$ cat config.mk
export PLATFORM = sky130hd
export DESIGN_NAME = muldiv_unit
export DESIGN_NICKNAME = d
export VERILOG_FILES = /design/src/rtl/muldiv_unit_pkg.sv /design/src/rtl/muldiv_unit_signfix.sv /design/src/rtl/muldiv_unit.sv
export SDC_FILE = /design/constraint.sdc
export NUM_CORES = 1
export LEC_CHECK = 0
export BUFFER_PORTS_ARGS = -buffer_cell sky130_fd_sc_hd__clkbuf_2
export CORE_ASPECT_RATIO = 0.7
export CORE_MARGIN = 5
export CORE_UTILIZATION = 50
export DETAILED_ROUTE_END_ITERATION = 16
export GPL_TIMING_DRIVEN = 0
export PLACE_DENSITY = 0.72
export SYNTH_ARGS = -nofsm -noshare
export SYNTH_HDL_FRONTEND = slang
export SYNTH_SLANG_ARGS = --single-unit
$ cat constraint.sdc
create_clock -name clk -period 8.27 [get_ports clk]
set_clock_uncertainty 0.15 [all_clocks]
set_input_delay 1.654 -clock clk [delete_from_list [all_inputs] [get_ports clk]]
set_output_delay 1.654 -clock clk [all_outputs]
set_load 0.05 [all_outputs]
$ cat src/rtl/muldiv_unit_pkg.sv
// rtl/muldiv_unit_pkg.sv - op-code constants and decode helpers for the multiply/divide unit
package muldiv_unit_pkg;

  localparam logic [1:0] MD_MULT  = 2'b00;
  localparam logic [1:0] MD_MULTU = 2'b01;
  localparam logic [1:0] MD_DIV   = 2'b10;
  localparam logic [1:0] MD_DIVU  = 2'b11;

  function automatic logic md_is_signed(input logic [1:0] op);
    return (op == MD_MULT) || (op == MD_DIV);
  endfunction

  function automatic logic md_is_div(input logic [1:0] op);
    return (op == MD_DIV) || (op == MD_DIVU);
  endfunction

endpackage

$ cat src/rtl/muldiv_unit_signfix.sv
// rtl/muldiv_unit_signfix.sv - conditional two's-complement negation, either one 2*WIDTH word or two WIDTH halves
module muldiv_signfix #(
  parameter int WIDTH = 32
) (
  input  logic [2*WIDTH-1:0] din,
  input  logic               wide,
  input  logic               neg_hi,
  input  logic               neg_lo,
  output logic [2*WIDTH-1:0] dout
);

  logic [2*WIDTH-1:0] din_neg;
  logic [WIDTH-1:0]   hi_neg;
  logic [WIDTH-1:0]   lo_neg;

  assign din_neg = -din;
  assign hi_neg  = -din[2*WIDTH-1:WIDTH];
  assign lo_neg  = -din[WIDTH-1:0];

  // wide negates the whole product; split mode negates each half independently
  always_comb begin
    dout = din;
    if (wide) begin
      if (neg_hi) dout = din_neg;
    end else begin
      if (neg_hi) dout[2*WIDTH-1:WIDTH] = hi_neg;
      if (neg_lo) dout[WIDTH-1:0]       = lo_neg;
    end
  end

endmodule

$ cat src/rtl/muldiv_unit.sv
// rtl/muldiv_unit.sv - iterative shift-add multiplier / restoring divider owning HI and LO
module muldiv_unit
  import muldiv_unit_pkg::*;
#(
  parameter int WIDTH = 32
) (
  input  logic             clk,
  input  logic             rst,
  input  logic             start,
  input  logic [1:0]       op,
  input  logic [WIDTH-1:0] rs_data,
  input  logic [WIDTH-1:0] rt_data,
  input  logic             hi_we,
  input  logic             lo_we,
  input  logic [WIDTH-1:0] wdata,
  output logic             busy,
  output logic             done,
  output logic [WIDTH-1:0] hi,
  output logic [WIDTH-1:0] lo
);

  localparam int CW = $clog2(WIDTH);
  localparam logic [1:0] S_IDLE = 2'd0;
  localparam logic [1:0] S_RUN  = 2'd1;
  localparam logic [1:0] S_DONE = 2'd2;

  logic [1:0]         state_q, state_d;
  logic [CW-1:0]      cnt_q, cnt_d;
  logic               div_q, div_d;
  logic               neg_hi_q, neg_hi_d;
  logic               neg_lo_q, neg_lo_d;
  logic [WIDTH-1:0]   mcand_q, mcand_d;
  logic [WIDTH-1:0]   dvsr_q, dvsr_d;
  logic [WIDTH-1:0]   rs_q, rs_d;
  logic [WIDTH-1:0]   hi_q, hi_d;
  logic [WIDTH-1:0]   lo_q, lo_d;
  logic [2*WIDTH-1:0] acc_q, acc_d;

  logic               in_signed;
  logic               rs_neg;
  logic               rt_neg;
  logic [2*WIDTH-1:0] in_abs;
  logic [WIDTH-1:0]   rs_abs;
  logic [WIDTH-1:0]   rt_abs;

  assign in_signed = md_is_signed(op);
  assign rs_neg    = in_signed & rs_data[WIDTH-1];
  assign rt_neg    = in_signed & rt_data[WIDTH-1];

  muldiv_signfix #(.WIDTH(WIDTH)) u_in_abs (
    .din    ({rs_data, rt_data}),
    .wide   (1'b0),
    .neg_hi (rs_neg),
    .neg_lo (rt_neg),
    .dout   (in_abs)
  );

  assign rs_abs = in_abs[2*WIDTH-1:WIDTH];
  assign rt_abs = in_abs[WIDTH-1:0];

  // accumulator layout: multiply {partial_hi, remaining multiplier}; divide {remainder, dividend/quotient}
  logic [WIDTH:0]     mul_sum;
  logic [2*WIDTH-1:0] mul_next;
  logic [WIDTH:0]     div_trial;
  logic               div_ok;
  logic [2*WIDTH-1:0] div_next;
  logic [2*WIDTH-1:0] step;
  logic [2*WIDTH-1:0] res;
  logic               div_by_zero;
  logic [WIDTH-1:0]   fin_hi;
  logic [WIDTH-1:0]   fin_lo;

  assign mul_sum   = {1'b0, acc_q[2*WIDTH-1:WIDTH]} + (acc_q[0] ? {1'b0, mcand_q} : {(WIDTH+1){1'b0}});
  assign mul_next  = {mul_sum, acc_q[WIDTH-1:1]};
  assign div_trial = {acc_q[2*WIDTH-1:WIDTH], acc_q[WIDTH-1]} - {1'b0, dvsr_q};
  assign div_ok    = ~div_trial[WIDTH];
  assign div_next  = {div_ok ? div_trial[WIDTH-1:0] : acc_q[2*WIDTH-2:WIDTH-1], acc_q[WIDTH-2:0], div_ok};
  assign step      = div_q ? div_next : mul_next;

  muldiv_signfix #(.WIDTH(WIDTH)) u_out_fix (
    .din    (step),
    .wide   (~div_q),
    .neg_hi (neg_hi_q),
    .neg_lo (neg_lo_q),
    .dout   (res)
  );

  // divide by zero reports the raw dividend, not its sign-corrected magnitude
  assign div_by_zero = div_q && (dvsr_q == '0);
  assign fin_hi      = div_by_zero ? rs_q : res[2*WIDTH-1:WIDTH];
  assign fin_lo      = div_by_zero ? {WIDTH{1'b1}} : res[WIDTH-1:0];

  always_comb begin
    state_d  = state_q;
    cnt_d    = cnt_q;
    div_d    = div_q;
    neg_hi_d = neg_hi_q;
    neg_lo_d = neg_lo_q;
    mcand_d  = mcand_q;
    dvsr_d   = dvsr_q;
    rs_d     = rs_q;
    hi_d     = hi_q;
    lo_d     = lo_q;
    acc_d    = acc_q;
    case (state_q)
      S_RUN: begin
        acc_d = step;
        if (cnt_q == CW'(WIDTH-1)) begin
          state_d = S_DONE;
          hi_d    = fin_hi;
          lo_d    = fin_lo;
        end else begin
          cnt_d = cnt_q + 1'b1;
        end
      end
      default: begin
        if (hi_we) hi_d = wdata;
        if (lo_we) lo_d = wdata;
        if (start) begin
          state_d  = S_RUN;
          cnt_d    = '0;
          div_d    = md_is_div(op);
          neg_lo_d = rs_neg ^ rt_neg;
          neg_hi_d = md_is_div(op) ? rs_neg : (rs_neg ^ rt_neg);
          mcand_d  = rs_abs;
          dvsr_d   = rt_abs;
          rs_d     = rs_data;
          acc_d    = md_is_div(op) ? {{WIDTH{1'b0}}, rs_abs} : {{WIDTH{1'b0}}, rt_abs};
        end else begin
          state_d = S_IDLE;
        end
      end
    endcase
  end

  always_ff @(posedge clk or posedge rst) begin
    if (rst) begin
      state_q  <= S_IDLE;
      cnt_q    <= '0;
      div_q    <= 1'b0;
      neg_hi_q <= 1'b0;
      neg_lo_q <= 1'b0;
      mcand_q  <= '0;
      dvsr_q   <= '0;
      rs_q     <= '0;
      hi_q     <= '0;
      lo_q     <= '0;
      acc_q    <= '0;
    end else begin
      state_q  <= state_d;
      cnt_q    <= cnt_d;
      div_q    <= div_d;
      neg_hi_q <= neg_hi_d;
      neg_lo_q <= neg_lo_d;
      mcand_q  <= mcand_d;
      dvsr_q   <= dvsr_d;
      rs_q     <= rs_d;
      hi_q     <= hi_d;
      lo_q     <= lo_d;
      acc_q    <= acc_d;
    end
  end

  assign busy = (state_q == S_RUN);
  assign done = (state_q == S_DONE);
  assign hi   = hi_q;
  assign lo   = lo_q;

endmodule

==> run metrics, run 1 <==
Rel. slew slack -1.56%; Reg clk slew, reported paths 0.07 ns; pre-CTS setup slack 0.946 ns; Critical Path AT 8.20 ns; Post-Syn Instances around 2,400; crit path launch type flip-flop; top cell type by total area after synthesis dfrtp_1; Distinct cells, synth 101; Slew Viols, Final 11; fin crit share 95.5%; post-DP HPWL ~73,000 um; drc violations 0; clock root cell clkbuf_16; synth cell count leaders 389 x nand2_1, 246 x o21ai_0, 233 x dfrtp_1, 169 x a21oi_1, 160 x nor2_1; synth warn 0; critical path, cell by cell inv_1, clkbuf_1, buf_1, clkbuf_1, buf_1, clkbuf_1, a21oi_1, ha_1, o211ai_1, or3_1, nor2_1, a21oi_1, nor2b_1, a32oi_1, or2_1, o31ai_1, xnor2_1, a21oi_1, a21o_1; CTS resizes 0; port bufs 167; die width 242 um; most numerous cell in the Yosys netlist nand2_1; Clock Path Buffers 3; async set or reset register ratio after synthesis between 90% and 100%; GRT overflow 0; CP max FO 10; layout cells sized above 1 a little under an eighth; multi-input combinational cell area roughly 0.012 mm^2; Post-synth EDFFs 0; slowest CP cell buf_1; final RePlAce weighted congestion roughly 1.1; MaxCap Viol Count 1; number of hold buffers added after cts 0; TNS Setup 0 ns; Syn Nets 2,596; Nets between 2,000 and 3,000; outcome complete, but fails checks; area occupied by registers ~0.0058 mm^2; Chip Height between 150 and 200 um; post-CTS setup buffers 0; Avg Synthesized Cell Area ~7.8 um^2; Fill cells 3,571; largest net degree at the start of global routing 116; Hold Path Sink mcand_q[15]; Die Area ~0.042 mm^2; Worst Hold Launch mcand_q[15]; Final Hold Viols 0; Worst-Skew Late Latency 0.57 ns; critical path's largest stage delay 0.88 ns; RSZ-0062 raised after global routing no; leading post-synthesis cells by cell area dfrtp_1 31%, nand2_1 7.7%, o21ai_0 6.5%; global-route wire length before repair roughly 130,000 um; met3 WL post-DR roughly 15,000 um; most common flop cell mapped by yosys dfrtp_1; reg2reg end hi[12]; final critical-path required period ~7.9 ns; initial antenna violation count 6; Worst Path Required about 8.6 ns; Layout area overhead 13.4%; Met2 Wirelength between 30,000 and 40,000 um; Avg WL per Cell 29.2 um; H-tree lvl count 1; Floorplan Core Area between 0.03 and 0.04 mm^2; CTS Buf Count 26; Detailed Route WL between 90,000 and 100,000 um; Synth Register Bits approximately 230; violated checks max-capacitance violations, max-slew violations; CP endpoint kind flip-flop; Util after Layout a little under three fifths; via count approximately 21,000; Crit Path Class flip-flop to flip-flop; M1 WL 38,600 um; Worst R2R Path Depth 19; R2R Path Start div_q; Setup WS post-layout approximately 0.38 ns; initial DRC count 2,895; post-synthesis sequential area ratio 30.9%; Hold Crit Depth 2; antenna viol nets, final 0; Starting Density 50.7%; number of global-route vias before repair between 15,000 and 20,000; measured slew at the worst slew-check pin ~1.5 ns; total track usage about two fifths; hold crit path type flip-flop to flip-flop; Mapped Area around 0.019 mm^2; vias per inst about 6.7; Detailed Routing Iterations Pass 1 7; post-synth top area share between 30% and 40%; CTS Sinks around 230; number of core rows 59; R2R setup slack around 0.38 ns; fmax around 0.13 GHz; DR top layer met5; Top Ports between 150 and 200; final setup vio count 0; TritonCTS clock tree yes
worst max path at each step:
stage	startpoint	endpoint	slack [ns]
final	div_q	hi[12]	0.38
after global routing	div_q	hi[12]	0.46
after CTS	div_q	hi[22]	0.91
after detailed placement	div_q	hi[22]	0.95
after global placement	rst	lo[25]	-2.88
after floorplan	rst	acc_q[0]	0.08
cell type report:
| cell class | count | area share (%) |
|---|---|---|
| tap | 488 | 2.85 |
| multi-input combinational | 1960 | 56.8 |
| inverter | 64 | 1.16 |
| sequential | 233 | 27.2 |
| clock inverter | 18 | 1.31 |
| timing repair buffer | 172 | 4.28 |
| antenna | 3 | 0.0351 |
| clock buffer | 29 | 3.24 |
| buffer | 164 | 3.08 |
flip-flops by register name, summed over array words and instances, names as in the netlist:
name / flops
dvsr_q: 32
acc_q: 64
rs_q: 31
mcand_q: 32
div_q: 1
state_q: 2
neg_hi_q: 1
neg_lo_q: 1
cnt_q: 5
hi: 32
lo: 32
worst max-delay path, delay by kind of cell, from the launching register on:
family	cells	cell delay, ns
fa+ha+maj	1	0.38
xor+xnor	1	0.47
flops	1	0.40
compound gates	7	1.72
simple gates	4	0.80
buf+inv	6	3.84
cells by family after synthesis:
family,after synthesis,share of synthesized area [%]
and+or+nand+nor,897,22.2
AOI/OAI and AO/OA,738,25.0
DFF,233,30.9
buffers and inverters,228,4.77
xor gates and xnor gates,186,8.63
adders and majority gates,72,4.85
muxes,67,3.66
cells in the final DEF (no fill, tap or decap), types with 10 or more instances in the layout:
| cell type | instances |
|---|---|
| nand3_1 | 74 |
| o21a_1 | 13 |
| o221ai_1 | 12 |
| or3_1 | 20 |
| a21oi_1 | 169 |
| a211oi_1 | 34 |
| nand2b_1 | 19 |
| nor2b_1 | 26 |
| or2_2 | 11 |
| xnor2_1 | 105 |
| buf_1 | 14 |
| o211ai_1 | 23 |
| and3_1 | 22 |
| buf_2 | 10 |
| xor2_1 | 81 |
| nor3b_1 | 10 |
| mux2_2 | 16 |
| nand2_1 | 389 |
| a21o_1 | 38 |
| clkbuf_2 | 168 |
| mux2i_1 | 51 |
| o22ai_1 | 36 |
| nand4_1 | 17 |
| and2_1 | 40 |
| dfrtp_1 | 233 |
| clkbuf_16 | 27 |
| a211o_1 | 10 |
| nor4_1 | 24 |
| o31ai_1 | 31 |
| nor3_1 | 51 |
| nor2_1 | 160 |
| inv_1 | 60 |
| ha_1 | 70 |
| clkbuf_1 | 134 |
| o21ai_0 | 245 |
| a31oi_1 | 18 |
through the flow:
stage / instances / cell area [um^2] / hold slack [ns]
finish: 3131 / 21400 / 0.326
global route: 3129 / 21400 / 0.346
CTS: 3128 / 21400 / 0.326
detailed placement: 3081 / 20400 / 0.311
global placement: 3076 / 20300 / 0.307
floorplan: 2421 / 18900 / 0.288
routing by layer:
| metal | vias up | GRT usage, % |
|---|---|---|
| met5 | - | 0 |
| met4 | 2 | 10.9 |
| met3 | 214 | 19.6 |
| met2 | 1520 | 55.6 |
| met1 | 10258 | 60.4 |
| li1 | 9058 | - |
Power of run 1 is left out: the tool's default activity adds up to more than one toggle a clock period on the data nets, which glitch-free logic cannot reach.
==> inputs of run 2 (changes only) <==
--- a/config.mk
+++ b/config.mk
@@ -14,4 +14,5 @@
 export PLACE_DENSITY = 0.72
 export SYNTH_ARGS = -nofsm -noshare
 export SYNTH_HDL_FRONTEND = slang
+export SYNTH_HIERARCHICAL = 1
 export SYNTH_SLANG_ARGS = --single-unit
==> run metrics, run 2 <==
async set or reset register ratio after synthesis between 90% and 100%; final setup vio count 0; synth warn 6; Crit Path Class flip-flop to flip-flop; Reg clk slew, reported paths 0.07 ns; top cell type by total area after synthesis dfrtp_1; fmax 0.145 GHz; Final Hold Viols 0; Critical Path AT roughly 7.2 ns; CP endpoint kind flip-flop; H-tree lvl count 1; Worst-Skew Late Latency between 0.5 and 0.6 ns; hold crit path type flip-flop to flip-flop; total track usage 33.7%; Post-synth EDFFs 0; Slew Viols, Final 0; leading post-synthesis cells by cell area dfrtp_1 32%, mux2_2 8.0%, nand2_1 6.4%; final critical-path required period 6.90 ns; Layout area overhead 13.1%; crit path launch type flip-flop; GRT overflow 0; number of core rows 58; via count 18,505; dpl cells roughly 2,800; port bufs ~170; vias per inst roughly 6.5; post-synth top area share 32.1%; Most flops, register acc_q; final RePlAce weighted congestion roughly 1.0; measured slew at the worst slew-check pin 1.44 ns; drc violations 0; Worst Path Required about 8.6 ns; number of hold buffers added after cts 0; clock root cell clkbuf_16; Die Area 0.0404 mm^2; number of global-route vias before repair 16,994; initial antenna violation count 5; MaxCap Viol Count 0; Detailed Routing Iterations Pass 1 6; CTS resizes 0; post-synthesis sequential area ratio between 30% and 40%; CTS Buf Count 25; die width 238 um; Distinct cells, synth about 90; synth cell count leaders 313 x nand2_1, 234 x dfrtp_1, 222 x o21ai_0, 129 x mux2_2, 127 x xnor2_1; Nets 2,524; final cell count without fillers 2,851; Starting Density roughly half; Rel. slew slack 3.46%; antenna viol nets, final 0; Floorplan Core Area around 0.036 mm^2; largest net degree at the start of global routing roughly 110; post-CTS setup buffers 0; outcome finished, final reports clean; fin crit share a little over four fifths; Top Ports between 150 and 200; WHS roughly 0.33 ns; layout cells sized above 1 17.2%; global-route wire length before repair between 100,000 and 150,000 um; post-DP HPWL approximately 58,000 um; TritonCTS clock tree yes; initial DRC count 2,670; Post-Syn Instances 2,147; RSZ-0062 raised after global routing no; Avg Synthesized Cell Area ~8.5 um^2; Detailed Route WL just over 70,000 um; Chip Height between 150 and 200 um; most frequent cells in the layout 313 x nand2_1, 234 x dfrtp_1, 222 x o21ai_0; Avg WL per Cell approximately 25 um; Synth Register Bits around 230; Util after Layout approximately 57%; CTS Sinks roughly 230; CP max FO 10; Clock Path Buffers 3; Mapped Area about 0.018 mm^2; max FFs per register 64; most numerous cell in the Yosys netlist nand2_1; commonest non-fill, non-tap cell in the layout nand2_1; most common flop cell mapped by yosys dfrtp_1
## run 2: cell count changes in the layout (fill, tap and decap cells not counted), moves of 27 or more
cell and delta:
mux2_2 +113, nand2_1 -76, a21oi_1 -70, nor2_1 -68
clkbuf_1 -36, a211oi_1 -30, xor2_1 -27
## run 2: path summary, 6_finish.rpt
kind / start / endpoint / slack, ns / cells past startpoint
worst max register to register: acc_q[31] / hi[22] / 1.37 / 24
worst min register to register: lo[30] / lo[30] / 0.33 / 2
max in group asynchronous: rst / mcand_q[27] / 5.72 / 4
worst min-delay path: lo[30] / lo[30] / 0.33 / 2
min in group asynchronous: rst / hi[4] / 0.92 / 2
worst max-delay path: acc_q[31] / hi[22] / 1.37 / 24
## run 2: kinds of logic after synthesis
family | share of synthesized area (%)
simple gates | 18.7
mux | 10.2
xor+xnor | 8.79
flops | 32.1
compound gates | 20.5
other cells | 0.0206
fa+ha+maj | 5.03
buf+inv | 4.57
## run 2: metal layers
layer | vias to the layer above | track usage (%) | share of wire, %
met1 | 8971 | 51.7 | 44
met4 | 2 | 8.30 | 2.9
met3 | 138 | 10.1 | 13
met5 | - | 0 | 0.018
li1 | 8144 | - | -
met2 | 1250 | 46.0 | 39
## run 2: through the flow
stage	cell area [um^2]	setup WS, ns	TNS, ns
after floorplan	18200	0.0480	0
after global placement	19700	-2.65	-612.62
after detailed placement	19800	1.82	0
after CTS	20600	1.75	0
after global routing	20600	1.29	0
final	20600	1.37	0
## run 2: cell type report
type | instances | area, um^2
fill | 3316 | 15300
multi-input combinational | 1721 | 11600
sequential | 234 | 5860
timing repair buffer | 170 | 898
clock buffer | 36 | 737
tap | 480 | 601
buffer | 129 | 577
inverter | 68 | 263
clock inverter | 9 | 106
antenna | 4 | 10.0
## run 2: critical path: stages (launching register included)
cell and delay, ns:
dfrtp_1 0.42, inv_1 0.14, ha_1 0.26, inv_1 0.07
fa_1 0.43, a211oi_2 0.31, o211ai_1 0.15, nand4_1 0.25
a21oi_4 0.14, a31oi_2 0.31, xor2_2 0.37, buf_2 0.34
nand2_1 0.12, a31oi_1 0.83, inv_1 0.15, ha_1 0.30
nand2_1 0.12, nor2_1 0.06, a21oi_1 0.88, o21ai_0 0.27
xnor2_1 0.27, nand2_1 0.10, nand3_1 0.12, o21ai_0 0.08
o21ai_0 0.15
Power of run 2 is left out for the same reason.
